## src/rtl/ppu_vram_loader_if.sv

```systemverilog
// Signal bundle between the VRAM loader and its surroundings: command, source
// stream, status and the CPU-side PPU register bus.
interface ppu_vram_loader_if;
  logic        start;
  logic [15:0] cmd_vaddr;
  logic [8:0]  cmd_len;
  logic [7:0]  cmd_ctrl;
  logic        cmd_ctrl_en;
  logic        cmd_wait_vbl;
  logic [7:0]  src_data;
  logic        src_valid;
  logic        src_ready;
  logic [15:0] bus_addr;
  logic [7:0]  bus_dout;
  logic        bus_wr;
  logic [7:0]  bus_din;
  logic        busy;
  logic        done;
  logic        err;

  modport master (
    input  start, cmd_vaddr, cmd_len, cmd_ctrl, cmd_ctrl_en, cmd_wait_vbl,
    input  src_data, src_valid, bus_din,
    output src_ready, bus_addr, bus_dout, bus_wr, busy, done, err
  );

  modport slave (
    output start, cmd_vaddr, cmd_len, cmd_ctrl, cmd_ctrl_en, cmd_wait_vbl,
    output src_data, src_valid, bus_din,
    input  src_ready, bus_addr, bus_dout, bus_wr, busy, done, err
  );
endinterface

```

## src/rtl/ppu_vram_loader.sv

```systemverilog
// Issues the PPU register sequence ($2000, $2002 polls, $2006 pair, spaced
// $2007 writes) for one "load N bytes at VRAM address A" command.
//
// state      | meaning
// S_IDLE     | waiting for start, bus idle
// S_CTRL     | $2000 write on bus
// S_STAT     | $2002 read on bus
// S_STAT_GAP | bus idle, read data (VBL flag) sampled
// S_ADDR_HI  | $2006 write, address high byte
// S_ADDR_LO  | $2006 write, address low byte
// S_DATA     | bus idle, src_ready high, waiting for a stream byte
// S_WRITE    | $2007 write of the latched byte
// S_FIN      | done pulse
module ppu_vram_loader #(
  parameter logic [15:0] POLL_MAX = 16'hFFFF
) (
  input logic              cpu_clk,
  input logic              reset,
  ppu_vram_loader_if.master lif
);
  typedef enum logic [3:0] {
    S_IDLE, S_CTRL, S_STAT, S_STAT_GAP, S_ADDR_HI, S_ADDR_LO, S_DATA, S_WRITE, S_FIN
  } state_t;

  state_t      state;
  logic [15:0] vaddr_q;
  logic [8:0]  remaining_q;
  logic        wait_q;
  logic [15:0] poll_cnt;
  logic [15:0] bus_addr_q;
  logic [7:0]  bus_dout_q;
  logic        bus_wr_q;
  logic        busy_q;
  logic        done_q;
  logic        err_q;
  logic        vbl_seen;

  assign vbl_seen      = (lif.bus_din & 8'h80) != 8'h00;
  assign lif.src_ready = (state == S_DATA);
  assign lif.bus_addr  = bus_addr_q;
  assign lif.bus_dout  = bus_dout_q;
  assign lif.bus_wr    = bus_wr_q;
  assign lif.busy      = busy_q;
  assign lif.done      = done_q;
  assign lif.err       = err_q;

  always_ff @(posedge cpu_clk) begin
    if (reset) begin
      state       <= S_IDLE;
      vaddr_q     <= 16'h0000;
      remaining_q <= 9'd0;
      wait_q      <= 1'b0;
      poll_cnt    <= 16'h0000;
      bus_addr_q  <= 16'h0000;
      bus_dout_q  <= 8'h00;
      bus_wr_q    <= 1'b1;
      busy_q      <= 1'b0;
      done_q      <= 1'b0;
      err_q       <= 1'b0;
    end else begin
      // Bus outputs describe the state being entered; idle unless overridden.
      bus_addr_q <= 16'h0000;
      bus_dout_q <= 8'h00;
      bus_wr_q   <= 1'b1;
      done_q     <= 1'b0;
      case (state)
        S_IDLE: begin
          if (lif.start) begin
            vaddr_q     <= lif.cmd_vaddr;
            remaining_q <= lif.cmd_len;
            wait_q      <= lif.cmd_wait_vbl;
            busy_q      <= 1'b1;
            err_q       <= 1'b0;
            if (lif.cmd_ctrl_en) begin
              state      <= S_CTRL;
              poll_cnt   <= 16'h0000;
              bus_addr_q <= 16'h2000;
              bus_dout_q <= lif.cmd_ctrl;
              bus_wr_q   <= 1'b0;
            end else begin
              state      <= S_STAT;
              poll_cnt   <= 16'h0001;
              bus_addr_q <= 16'h2002;
            end
          end
        end
        S_CTRL: begin
          state      <= S_STAT;
          poll_cnt   <= 16'h0001;
          bus_addr_q <= 16'h2002;
        end
        S_STAT: state <= S_STAT_GAP;
        S_STAT_GAP: begin
          if (wait_q && !vbl_seen) begin
            if (poll_cnt < POLL_MAX) begin
              state      <= S_STAT;
              poll_cnt   <= poll_cnt + 16'h0001;
              bus_addr_q <= 16'h2002;
            end else begin
              state  <= S_FIN;
              done_q <= 1'b1;
              err_q  <= 1'b1;
            end
          end else begin
            state      <= S_ADDR_HI;
            bus_addr_q <= 16'h2006;
            bus_dout_q <= vaddr_q[15:8];
            bus_wr_q   <= 1'b0;
          end
        end
        S_ADDR_HI: begin
          state      <= S_ADDR_LO;
          bus_addr_q <= 16'h2006;
          bus_dout_q <= vaddr_q[7:0];
          bus_wr_q   <= 1'b0;
        end
        S_ADDR_LO: begin
          if (remaining_q == 9'd0) begin
            state  <= S_FIN;
            done_q <= 1'b1;
          end else begin
            state <= S_DATA;
          end
        end
        S_DATA: begin
          if (lif.src_valid) begin
            state       <= S_WRITE;
            remaining_q <= remaining_q - 9'd1;
            bus_addr_q  <= 16'h2007;
            bus_dout_q  <= lif.src_data;
            bus_wr_q    <= 1'b0;
          end
        end
        // The idle DATA cycle after each write gives the PPU time to apply
        // its late address increment.
        S_WRITE: begin
          if (remaining_q != 9'd0) begin
            state <= S_DATA;
          end else begin
            state  <= S_FIN;
            done_q <= 1'b1;
          end
        end
        S_FIN: begin
          state  <= S_IDLE;
          busy_q <= 1'b0;
        end
        default: begin
          state  <= S_IDLE;
          busy_q <= 1'b0;
        end
      endcase
    end
  end
endmodule

```

## src/flat_wrapper.sv

```systemverilog
// flat-port wrapper written by rule: the top's interface ports become plain ports
module ppu_vram_loader_flat 
#(
  parameter logic [15:0] POLL_MAX = 16'hFFFF
)
  (cpu_clk, reset, lif_start, lif_cmd_vaddr, lif_cmd_len, lif_cmd_ctrl, lif_cmd_ctrl_en, lif_cmd_wait_vbl, lif_src_data, lif_src_valid, lif_bus_din, lif_src_ready, lif_bus_addr, lif_bus_dout, lif_bus_wr, lif_busy, lif_done, lif_err);
  ppu_vram_loader_if lif_i ();
  input logic cpu_clk;
  input logic reset;
  input wire logic [$bits(lif_i.start)-1:0] lif_start;
  input wire logic [$bits(lif_i.cmd_vaddr)-1:0] lif_cmd_vaddr;
  input wire logic [$bits(lif_i.cmd_len)-1:0] lif_cmd_len;
  input wire logic [$bits(lif_i.cmd_ctrl)-1:0] lif_cmd_ctrl;
  input wire logic [$bits(lif_i.cmd_ctrl_en)-1:0] lif_cmd_ctrl_en;
  input wire logic [$bits(lif_i.cmd_wait_vbl)-1:0] lif_cmd_wait_vbl;
  input wire logic [$bits(lif_i.src_data)-1:0] lif_src_data;
  input wire logic [$bits(lif_i.src_valid)-1:0] lif_src_valid;
  input wire logic [$bits(lif_i.bus_din)-1:0] lif_bus_din;
  output wire logic [$bits(lif_i.src_ready)-1:0] lif_src_ready;
  output wire logic [$bits(lif_i.bus_addr)-1:0] lif_bus_addr;
  output wire logic [$bits(lif_i.bus_dout)-1:0] lif_bus_dout;
  output wire logic [$bits(lif_i.bus_wr)-1:0] lif_bus_wr;
  output wire logic [$bits(lif_i.busy)-1:0] lif_busy;
  output wire logic [$bits(lif_i.done)-1:0] lif_done;
  output wire logic [$bits(lif_i.err)-1:0] lif_err;
  assign lif_i.start = lif_start;
  assign lif_i.cmd_vaddr = lif_cmd_vaddr;
  assign lif_i.cmd_len = lif_cmd_len;
  assign lif_i.cmd_ctrl = lif_cmd_ctrl;
  assign lif_i.cmd_ctrl_en = lif_cmd_ctrl_en;
  assign lif_i.cmd_wait_vbl = lif_cmd_wait_vbl;
  assign lif_i.src_data = lif_src_data;
  assign lif_i.src_valid = lif_src_valid;
  assign lif_i.bus_din = lif_bus_din;
  assign lif_src_ready = lif_i.src_ready;
  assign lif_bus_addr = lif_i.bus_addr;
  assign lif_bus_dout = lif_i.bus_dout;
  assign lif_bus_wr = lif_i.bus_wr;
  assign lif_busy = lif_i.busy;
  assign lif_done = lif_i.done;
  assign lif_err = lif_i.err;
  ppu_vram_loader #(.POLL_MAX(POLL_MAX)) u_core (.cpu_clk(cpu_clk), .reset(reset), .lif(lif_i));
endmodule
```

## config.mk

```make
export PLATFORM = sky130hd
export DESIGN_NAME = ppu_vram_loader_flat
export DESIGN_NICKNAME = d
export VERILOG_FILES = /design/src/rtl/ppu_vram_loader_if.sv /design/src/rtl/ppu_vram_loader.sv /design/src/flat_wrapper.sv
export SDC_FILE = /design/constraint.sdc
export NUM_CORES = 1
export LEC_CHECK = 0
export BUFFER_PORTS_ARGS = -buffer_cell sky130_fd_sc_hd__buf_4
export CAP_MARGIN = 10
export CORE_MARGIN = 2
export CORE_UTILIZATION = 48
export CTS_CLUSTER_SIZE = 16
export DETAILED_ROUTE_END_ITERATION = 10
export PLACE_DENSITY = 0.87
export REMOVE_ABC_BUFFERS = 1
export SLEW_MARGIN = 20
export SYNTH_ARGS = -nofsm -noshare
export SYNTH_HDL_FRONTEND = slang
export SYNTH_SLANG_ARGS = --single-unit
```

## constraint.sdc

```tcl
create_clock -name cpu_clk -period 1.8 [get_ports cpu_clk]
set_clock_uncertainty 0.2 [all_clocks]
set_input_delay 0.09 -clock cpu_clk [delete_from_list [all_inputs] [get_ports cpu_clk]]
set_output_delay 0.09 -clock cpu_clk [all_outputs]
set_load 0.05 [all_outputs]
```

==> metrics.md, run 1 <==
| Metric | Value |
|---|---|
| Status | `finished, violations left` |
| Failing checks | `negative setup slack` |
| Via count | `4,387` |
| Slew Viols, Final | `0` |
| Fmax | `0.4973 GHz` |
| Peak supply drop | `0.0008093 V` |
| Commonest non-fill, non-tap cell in the layout | `buf_4` |
| P_leak | `2.145 nW` |
| Grt total ovfl | `0` |
| Setup violators final | `36` |
| Fraction of registers with async set/reset | `0%` |
| Number of distinct library cells after synthesis | `57` |
| Crit start category | `register` |
| Arr. time, crit path | `around 2100 ps` |
| Share of layout cells above drive strength 1 | `roughly two fifths` |
| Max-cap violation count | `0` |
| Post-route clock period utilization | `111.7%` |
| Hold Fails Final Rpt | `0` |
| Routed Wire Length | `16,540 um` |
| Design area | `0.005411 mm2` |
| DRT antenna net count | `0` |
| Setup TNS | `-2674 ps` |
| Worst path slowest cell | `a222oi_1` |
| Commonest non-fill, non-tap cells in the layout | `buf_4, nand2_1, dfxtp_1, dlygate4sd3_1, a21oi_1` |
| CP dominant cell by count | `buf_6` |
| Synth Area in Adders | `less than 1%` |
| Clk_lat worst skew | `about 360 ps` |
| Reg2reg start | `u_core.state[3]$_SDFFE_PP0P_` |
| PD cells | `779.0 mW/mm2` |
| Final worst slack | `-210.8 ps` |
| WS Path Type | `reg -> reg` |
| CP max stage delay | `550 ps` |
| Largest family of logic cells by synthesized area | `simple AND/OR/NAND/NOR gates` |
| Clock buffer depth | `2` |
| Die width | `around 88 um` |
| Critical Path, Cell by Cell | `nand4bb_4 > buf_6 > nor2_4 > buf_6 > a222oi_1 > a21oi_1` |
| Pre-CTS setup slack | `-101.8 ps` |
| Residual DRC | `0` |
| Clk sinks | `62` |
| Largest net degree at the start of global routing | `32` |
| CTS root buf | `clkbuf_8` |
| CTS tree | `done` |
| Drt first pass iters | `7` |
| Buffer and inverter count on the worst path | `2` |
| Initial DRC count | `639` |
| Critical path startpoint | `u_core.state[3]$_SDFFE_PP0P_` |
| Min cycle time layout | `2011 ps` |
| Hold/Removal Path Class | `in -> reg` |
| Clock Pin Slew Worst Setup and Hold Paths | `roughly 90 ps` |
| Ys flop type | `dfxtp_1` |
| Worst-margin pin slew | `581.8 ps` |
| Hold_sp | `lif_bus_din[7]` |
| # diodes | `0` |
| Area growth from synthesis to layout | `61.56%` |
| Vias in the first global route | `about 4.0k` |
| Post-Synth Simple-Gate Area | `25.55%` |
| Hold Slack | `between 100 and 150 ps` |
| WP data required | `1840 ps` |
| Core Rows | `30` |
| Post-Synth XOR/XNOR Area | `0%` |
| CP max FO | `6` |
| DR vias/cell | `6.718` |
| Post-synthesis register bit count | `62` |
| Largest delay share family, worst path | `compound AO/OA/AOI/OAI gates` |
| Gate Count Post-Synth | `387` |
| Synthesized area per cell | `roughly 8.7 um2` |
| Drt wl/cell | `25.33 um` |
| Register area share after synthesis | `37.06%` |
| GPL Wtd Cong | `0.8474` |
| IO buf count | `64` |
| Initial Util | `about half` |
| IO Pins | `84` |
| RSZ-0062 raised after global routing | `true` |
| Max_slew headroom | `60.91%` |
| Post-DP HPWL | `between 6000 and 7000 um` |
| Die ar. | `0.007662 mm2` |
| Core ar. | `around 0.0068 mm2` |
| Clock buffer count from CTS | `9` |
| Initial antenna violation count | `0` |
| Placement Cell Area | `0.004146 mm2` |
| Mux cell area share after synthesis | `under 10%` |
| EDFF count, synth | `0` |
| Final nets | `approximately 630` |
| Synthesis warning total | `0` |
| Die height | `roughly 88 um` |
| Post-synthesis compound-gate area fraction | `between 20% and 30%` |
| Critical path capture point type | `register` |
| GRT Total Usage | `34.52%` |
| Post-Syn Area | `0.003349 mm2` |
| First-pass GRT wire length | `20,310 um` |
| Htree depth | `3` |
==> registers in the layout, summed over array words and instances, names as in the netlist <==
register,count
u_core.poll_cnt,16
u_core.lif.err,1
u_core.lif.bus_wr,1
u_core.state,4
u_core.vaddr_q,16
u_core.wait_q,1
u_core.lif.bus_dout,8
u_core.lif.busy,1
u_core.lif.done,1
u_core.lif.bus_addr,4
u_core.remaining_q,9
==> through the flow <==
| step | util [%] | instances | total power, W |
|---|---|---|---|
| floorplan | - | 358 | 0.002058 |
| global placement | 61.37 | 558 | 0.002444 |
| detailed placement | 61.37 | 558 | 0.002475 |
| CTS | 72.44 | 623 | 0.003684 |
| global route | 80.09 | 653 | 0.004283 |
| finish | 80.09 | 653 | 0.004215 |
==> synthesized netlist by cell type, types with 2 or more instances <==
master,count,area share [%]
nor2b_1,4,0.75
nand3b_1,3,0.67
a21o_1,4,0.90
nand4_1,4,0.75
inv_1,7,0.78
o21ai_0,12,1.8
o31ai_1,3,0.67
a31oi_1,3,0.56
nand2b_1,16,3.0
a2111oi_2,4,1.8
a221oi_1,2,0.52
and2_1,3,0.56
a21oi_1,39,5.8
nand2_1,64,7.2
and3_1,5,0.93
dfxtp_1,62,37
or2b_1,2,0.45
nand3_1,19,2.8
a211oi_2,9,3.4
a211oi_1,3,0.67
nor3_1,5,0.75
nor2_1,15,1.7
a21oi_2,2,0.52
buf_2,8,1.2
clkbuf_1,9,1.0
and4_1,5,1.3
mux2i_1,16,4.8
or3_1,2,0.37
ha_1,2,0.75
a222oi_1,8,2.4
buf_4,15,3.4
buf_6,7,2.4
==> layout make-up <==
type                    count  area, um2
multi-input cells         290       2115
repair buffers            197       1727
fillers                   332       1345
flip-flops and latches     62       1262
clock buffers               9      123.9
well taps                  80      100.1
clock inverters             7      48.80
inverters                   8      35.03
==> worst register-to-register path: stages, from the launching register on <==
cell       delay [ps]
dfxtp_4           430
nand4bb_4         250
buf_6             130
nor2_4             40
buf_6             130
a222oi_1          560
a21oi_1           150
==> metal layers <==
layer / vias to the layer above / track usage [%] / wire, um
met3: 184 / 9.802 / 1826
met2: 475 / 56.75 / 7633
met5: - / 0 / 0
met1: 1996 / 37.70 / 5457
met4: 0 / 25.87 / 1620
li1: 1732 / - / -
==> cell families (layout without fill, tap and decap cells) <==
family,count (synthesis),count (layout)
and+or+nand+nor,160,161
muxes,17,17
adders and majority gates,2,2
buffers and inverters,48,221
DFF,62,62
other,1,12
AOI/OAI and AO/OA,97,98
==> repair_timing <==
item / 4_1_cts / 5_1_grt
gates resized for setup: 20 / 67
hold buffers: 46 / 0
pin swaps: 4 / 25
hold endpoints to repair: 43 / 0
setup buffers: 1 / 28
cloned: 2 / 2
endpoints found under the setup margin: 26 / 59
==> power by group <==
group / total, W / internal, W / leakage (nW) / switching (W)
Combinational: 0.00147 / 0.000665 / 1.56 / 0.000803
Sequential: 0.00156 / 0.00146 / 0.510 / 0.000101
Clock: 0.00119 / 0.000499 / 0.0776 / 0.000690
Total: 0.00422 / 0.00262 / 2.14 / 0.00159
==> path summary, 6_finish.rpt <==
path	slack, ps	end	cells after the start
min	120	u_core.state[3]$_SDFFE_PP0P_	5
min reg2reg	270	u_core.vaddr_q[7]$_SDFFE_PP0P_	2
max reg2reg	-210	u_core.lif.bus_dout[5]$_SDFF_PP0_	6
max	-210	u_core.lif.bus_dout[5]$_SDFF_PP0_	6
Power figures use the tool's default switching activity.
==> run 2: changes to the inputs <==
CORE_UTILIZATION = 40   (was 48)
PLACE_DENSITY = 0.76   (was 0.87)
REMOVE_ABC_BUFFERS = not set   (was 1)
==> run 2 against run 1 <==
Compared with the run above:
- via count decreased by 17%
- the flow still finishes with violations (negative setup slack)
- fmax increased by 11%
- utilization decreased by 19 points
- count of clock-buffer cells in the layout unchanged
- sequential power about the same
- worst hold slack improved by 61 ps
- sequential share of layout area increased by 1.7 points
- critical path type unchanged
- first-iteration DRC count decreased by 70%
- critical endpoint is now u_core.poll_cnt[4]$_SDFFE_PP0P_
- combinational power decreased by 20%
- critical path depth decreased by 1
==> metrics.md, run 2 (synthesized netlist as in run 1, its figures left out) <==
| Metric | Value |
|---|---|
| Placement Cell Area | `0.004155 mm2 (+0.21%)` |
| Failing checks | `negative setup slack` |
| WS Path Type | `reg -> reg` |
| Die height | `95.51 um (+9.1%)` |
| Clock buffer depth | `2 (unchanged)` |
| Setup violators final | `2 (-94%)` |
| RSZ-0062 raised after global routing | `true` |
| PD cells | `760.9 mW/mm2 (-2.3%)` |
| Biggest regs | `u_core.poll_cnt x16, u_core.vaddr_q x16, u_core.remaining_q x9` |
| Commonest non-fill, non-tap cells in the layout | `buf_4, nand2_1, dfxtp_1, dlygate4sd3_1, a21oi_1` |
| GRT Total Usage | `22.35% (-12 points)` |
| Fmax | `0.5505 GHz (+11%)` |
| Initial DRC count | `189 (-70%)` |
| Fillers | `601 (+81%)` |
| Final Instance Count excl. Fillers | `646 (-1.1%)` |
| Drt wl/cell | `16.91 um (-33%)` |
| Vias in the first global route | `3,372 (-15%)` |
| Arr. time, crit path | `1900 ps (-150 ps)` |
| Clk_lat worst skew | `350 ps (about the same)` |
| Share of layout cells above drive strength 1 | `34.26% (-6.4 points)` |
| Grt total ovfl | `0 (unchanged)` |
| IO Pins | `84 (unchanged)` |
| P_leak | `1.954 nW (-8.9%)` |
| Largest net degree at the start of global routing | `27 (-16%)` |
| Critical path capture point type | `register` |
| Area growth from synthesis to layout | `49.98%` |
| Clk sinks | `62 (unchanged)` |
| CP max stage delay | `400 ps (-150 ps)` |
| Final nets | `592 (-5.3%)` |
| Critical Path, Cell by Cell | `or3_4 > buf_12 > buf_4 > a211oi_2 > mux2i_1` |
| Pre-CTS setup slack | `-44.69 ps (+57.16 ps)` |
| CTS tree | `done` |
| GPL Wtd Cong | `0.8244 (-2.7%)` |
| Final worst slack | `-16.57 ps (+194.2 ps)` |
| Total power | `0.003822 W (-9.3%)` |
| Hold Fails Final Rpt | `0 (unchanged)` |
| Commonest non-fill, non-tap cell in the layout | `buf_4` |
| Clock Pin Slew Worst Setup and Hold Paths | `70 ps (-20 ps)` |
| Initial antenna violation count | `1 (+1)` |
| Design area | `0.005024 mm2 (-7.2%)` |
| Post-DP HPWL | `5802 um (-4.0%)` |
| First-pass GRT wire length | `15,670 um (-23%)` |
| Max-cap violation count | `0 (unchanged)` |
| Core Rows | `33 (+10%)` |
| Initial Util | `40.97% (-8.6 points)` |
| DR vias/cell | `5.622 (-16%)` |
| DRT antenna net count | `0 (unchanged)` |
| Htree depth | `3 (unchanged)` |
| Hold/Removal Path Class | `in -> reg` |
| Die width | `95.51 um (+9.1%)` |
| Worst path slowest cell | `or3_4` |
| Drt first pass iters | `5 (-2)` |
| CTS root buf | `clkbuf_8` |
| Min cycle time layout | `1817 ps (-194.2 ps)` |
| Slew Viols, Final | `0 (unchanged)` |
| Residual DRC | `0 (unchanged)` |
| Post-route clock period utilization | `100.9% (-11 points)` |
| WP data required | `1880 ps (+40 ps)` |
| IO buf count | `64 (unchanged)` |
| Peak supply drop | `0.0004635 V (-43%)` |
| Core ar. | `0.008175 mm2 (+21%)` |
| Largest delay share family, worst path | `simple AND/OR/NAND/NOR gates` |
| Clock buffer count from CTS | `9 (unchanged)` |
| Crit start category | `register` |
| CP max FO | `13 (+7)` |
| Via count | `3,632 (-17%)` |
| Placed cells | `569 (+2.0%)` |
| Status | `finished, violations left` |
| Buffer and inverter count on the worst path | `2 (unchanged)` |
| Routed Wire Length | `10,920 um (-34%)` |
| Setup TNS | `-24.91 ps (+2649 ps)` |
| Die ar. | `0.009121 mm2 (+19%)` |
==> run 2: path summary, 6_finish.rpt <==
path	start	end	slack (ps)	depth (start not counted)
min	lif_bus_din[7]	u_core.lif.bus_wr$_SDFF_PP1_	180	6
max	u_core.state[3]$_SDFFE_PP0P_	u_core.poll_cnt[4]$_SDFFE_PP0P_	-20	5
max reg2reg	u_core.state[3]$_SDFFE_PP0P_	u_core.poll_cnt[4]$_SDFFE_PP0P_	-20	5
min reg2reg	u_core.vaddr_q[8]$_SDFFE_PP0P_	u_core.vaddr_q[8]$_SDFFE_PP0P_	270	2
==> run 2: what timing repair did <==
| item | in CTS | in global routing |
|---|---|---|
| pin swaps | 0 | 11 |
| cloned | 1 | 3 |
| setup buffers | 0 | 10 |
| hold buffers | 46 | 0 |
| endpoints found under the setup margin | 11 | 22 |
| endpoints found under the hold margin | 41 | 0 |
| gates resized for setup | 4 | 29 |
==> run 2: stage by stage <==
step / utilization, % / hold slack (ps)
floorplan: - / 9.167
global placement: 50.83 / 140.2
detailed placement: 50.83 / 148.4
CTS: 58.77 / 47.71
global route: 61.45 / 196.5
finish: 61.45 / 177.6
==> run 2: metal layers <==
metal	global-route usage, %	share of wire [%]
met1	24.25	36
met4	13.45	4.1
met3	6.087	7.4
met2	38.73	53
met5	0	0
==> run 2: power breakdown <==
group | internal [W] | switching, W | total, W
Clock | 0.000503 | 0.000622 | 0.00113
Combinational | 0.000543 | 0.000626 | 0.00117
Sequential | 0.00146 | 0.0000724 | 0.00153
Total | 0.00250 | 0.00132 | 0.00382
==> run 2: tightest hold or removal path, cell delays in order <==
cell      delay, ps
buf_4            80
nor2b_1          30
buf_4           140
buf_4           140
nand2_1          80
nand3b_1        100
==> run 2: area by class of cell <==
type	instances	area (um2)	share of cell area (%)
clock inverters	7	50.05	0.9963
inverters	8	30.03	0.5978
clock buffers	9	123.9	2.466
diodes	1	2.502	0.04981
well taps	105	131.4	2.615
multi-input cells	290	1987	39.55
flip-flops and latches	62	1256	25.01
repair buffers	164	1443	28.72
==> run 3: changes to the inputs <==
CORE_UTILIZATION = 48   (was 40)
PLACE_DENSITY = 0.87   (was 0.76)
SKIP_CTS_REPAIR_TIMING = 1   (was not set)
==> run 3 against run 2 <==
Compared with the run above:
- first-iteration DRC count is 120% higher
- via count up 8.6%
- worst hold slack lost 180 ps
- sequential share of layout area down 0.087 points
- combinational power grew 6%
- count of clock-buffer cells in the layout is the same
- highest routed layer unchanged
- the run ends with negative hold slack, negative setup slack left
==> metrics.md, run 3 (synthesized netlist as in run 1, its figures left out) <==
| Metric | Value |
|---|---|
| Status | `finished, violations left` |
| Failing checks | `negative hold slack, negative setup slack` |
| Core ar. | `0.006756 mm2 (-17%)` |
| Clock Power Share | `33.8% (+4.4 points)` |
| Fmax | `0.5021 GHz (-8.8%)` |
| Post-DP HPWL | `6043 um (+4.1%)` |
| Sw frac | `33.64% (-0.91 points)` |
| Htree depth | `3 (unchanged)` |
| Hold/Removal Path Class | `in -> reg` |
| Worst path slowest cell | `dfxtp_4` |
| IO buf count | `64 (unchanged)` |
| Residual DRC | `0 (unchanged)` |
| Fillers | `367 (-39%)` |
| Clock Pin Slew Worst Setup and Hold Paths | `80 ps (about the same)` |
| Comb pwr share | `29.4% (-1.2 points)` |
| Area growth from synthesis to layout | `50.80%` |
| R2R Path End | `u_core.lif.bus_dout[0]$_SDFF_PP0_` |
| Clk sinks | `62 (unchanged)` |
| Stages on worst setup path | `6 (+1)` |
| Core Rows | `30 (-9.1%)` |
| Setup violators final | `18 (+16)` |
| Initial antenna violation count | `0 (-1)` |
| Hold Fails Final Rpt | `1 (+1)` |
| Share of layout cells above drive strength 1 | `36.18% (+1.9 points)` |
| Initial DRC count | `420 (+120%)` |
| FF-to-FF path depth | `6 (+1)` |
| Biggest regs | `u_core.poll_cnt x16, u_core.vaddr_q x16, u_core.remaining_q x9` |
| DR vias/cell | `6.375 (+13%)` |
| Worst-margin pin slew | `642.7 ps` |
| RSZ-0062 raised after global routing | `true` |
| CP max FO | `14 (+1)` |
| Clk_lat worst skew | `360 ps (about the same)` |
| Min cycle time layout | `1992 ps (+175.1 ps)` |
| Setup slack, reg-to-reg | `-190 ps (-180 ps)` |
| Endpoint, Worst Hold | `u_core.remaining_q[1]$_SDFFE_PP0P_` |
| Final nets | `591 (-0.17%)` |
| CP max stage delay | `390 ps (about the same)` |
| Final worst slack | `-191.7 ps (-175.1 ps)` |
| Via count | `3,946 (+8.6%)` |
| Switch Pwr | `0.001414 W (+7.0%)` |
| Hold Slack | `-0.4110 ps (-178.0 ps)` |
| Clock buffer count from CTS | `9 (unchanged)` |
| IO Pins | `84 (unchanged)` |
| Part of the power in registers | `36.7% (-3.3 points)` |
| WS Path Type | `reg -> reg` |
| Placement Cell Area | `0.004066 mm2 (-2.1%)` |
| # diodes | `0 (-1)` |
| Largest net degree at the start of global routing | `38 (+41%)` |
| Clock buffer depth | `2 (unchanged)` |
| PD cells | `832.0 mW/mm2 (+9.3%)` |
| Max_slew headroom | `56.82%` |
| Routed Wire Length | `13,220 um (+21%)` |
| Post-route clock period utilization | `110.6% (+9.7 points)` |
| First-pass GRT wire length | `14,390 um (-8.1%)` |
| Vias in the first global route | `3,174 (-5.9%)` |
| DRT antenna net count | `0 (unchanged)` |
| Hold path cells | `3 (-3)` |
| P_leak | `1.970 nW (+0.81%)` |
| Slew Viols, Final | `0 (unchanged)` |
| Largest delay share family, worst path | `simple AND/OR/NAND/NOR gates` |
| CTS tree | `done` |
| Commonest non-fill, non-tap cell in the layout | `buf_4` |
| Pre-CTS setup slack | `-95.02 ps (-50.33 ps)` |
| Initial Util | `49.57% (+8.6 points)` |
| Buffer and inverter count on the worst path | `2 (unchanged)` |
| Max-cap violation count | `0 (unchanged)` |
| Design area | `0.005051 mm2 (+0.55%)` |
| WP data required | `1840 ps (-40 ps)` |
| GPL Wtd Cong | `0.8750 (+6.1%)` |
| Hold_sp | `lif_cmd_len[1]` |
| Grt total ovfl | `0 (unchanged)` |
| Drt first pass iters | `8 (+3)` |
| Drt wl/cell | `21.36 um (+26%)` |
| Arr. time, crit path | `2040 ps (+140 ps)` |
| GRT Total Usage | `23.94% (+1.6 points)` |
| Peak supply drop | `0.0008380 V (+81%)` |
| Critical path capture point type | `register` |
| Die ar. | `0.007662 mm2 (-16%)` |
| Commonest non-fill, non-tap cells in the layout | `buf_4, nand2_1, dfxtp_1, dlygate4sd3_1, a21oi_1` |
| Die height | `87.54 um (-8.3%)` |
| Reg2reg start | `u_core.state[2]$_SDFFE_PP0P_` |
| Die width | `87.54 um (-8.3%)` |
| Crit start category | `register` |
| CTS root buf | `clkbuf_8` |
| Int Power | `0.002789 W (+11%)` |
| Setup TNS | `-1021 ps (-996.5 ps)` |
| Critical Path, Cell by Cell | `buf_4 > nor3b_4 > and2_4 > buf_6 > nand3_1 > a21oi_1` |
run 3: cell count changes in the layout (fill, tap and decap cells not counted), moves of 2 or more:
cell	delta
and4_4	+2
dfxtp_2	+2
and4_1	-2
clkinv_2	-2
ha_2	-2
ha_4	+2
dfxtp_1	-2
buf_6	+3
bufinv_16	+2
dlygate4sd3_1	-3
inv_2	+2
inv_1	-2
run 3: metrics by stage:
step	hold WS (ps)	power, W	util (%)	instances
final	-0.4110	0.004202	74.76	619
after global routing	-4.175	0.004308	74.76	619
after CTS	-231.9	0.003834	63.46	554
after detailed placement	149.5	0.002457	60.19	538
after global placement	139.3	0.002421	60.19	538
after floorplan	9.167	0.002159	-	398
run 3: routing by layer:
layer  GRT usage (%)  share of wire [%]  routed length, um
met4           15.94                7.8               1036
met5               0                  0                  0
met3           5.938                8.9               1183
met2           38.84                 50               6562
met1           27.96                 34               4439
run 3: worst max path at each step:
| stage | from | to |
|---|---|---|
| detailed placement | u_core.state[2]$_SDFFE_PP0P_ | u_core.poll_cnt[15]$_SDFFE_PP0P_ |
| global placement | u_core.state[3]$_SDFFE_PP0P_ | u_core.lif.bus_dout[2]$_SDFF_PP0_ |
| global route | u_core.state[2]$_SDFFE_PP0P_ | u_core.lif.bus_dout[0]$_SDFF_PP0_ |
| CTS | u_core.state[2]$_SDFFE_PP0P_ | u_core.poll_cnt[15]$_SDFFE_PP0P_ |
| finish | u_core.state[2]$_SDFFE_PP0P_ | u_core.lif.bus_dout[0]$_SDFF_PP0_ |
| floorplan | u_core.poll_cnt[0]$_SDFFE_PP0P_ | u_core.lif.bus_addr[13]$_SDFF_PP0_ |
run 3: area by class of cell:
type / count / area, um2 / area share (%)
Clock buffer: 9 / 123.9 / 2.452
Inverter: 8 / 30.03 / 0.5945
Multi-Input combinational cell: 290 / 2032 / 40.23
Timing Repair Buffer: 163 / 1409 / 27.89
Sequential cell: 62 / 1259 / 24.92
Clock inverter: 7 / 97.59 / 1.932
Tap cell: 80 / 100.1 / 1.982
run 3: power groups by stage:
stage,clock [W],combinational (W),sequential [W]
floorplan,0,0.000551,0.00161
global placement,0,0.000882,0.00154
CTS,0.00140,0.000920,0.00152
finish,0.00142,0.00124,0.00154
detailed placement,0,0.000912,0.00155
global route,0.00148,0.00129,0.00154
run 3: tightest hold or removal path, delay by kind of cell:
family	cells	cell delay, ps
AO/OA/AOI/OAI	2	310
buffers and inverters	1	90
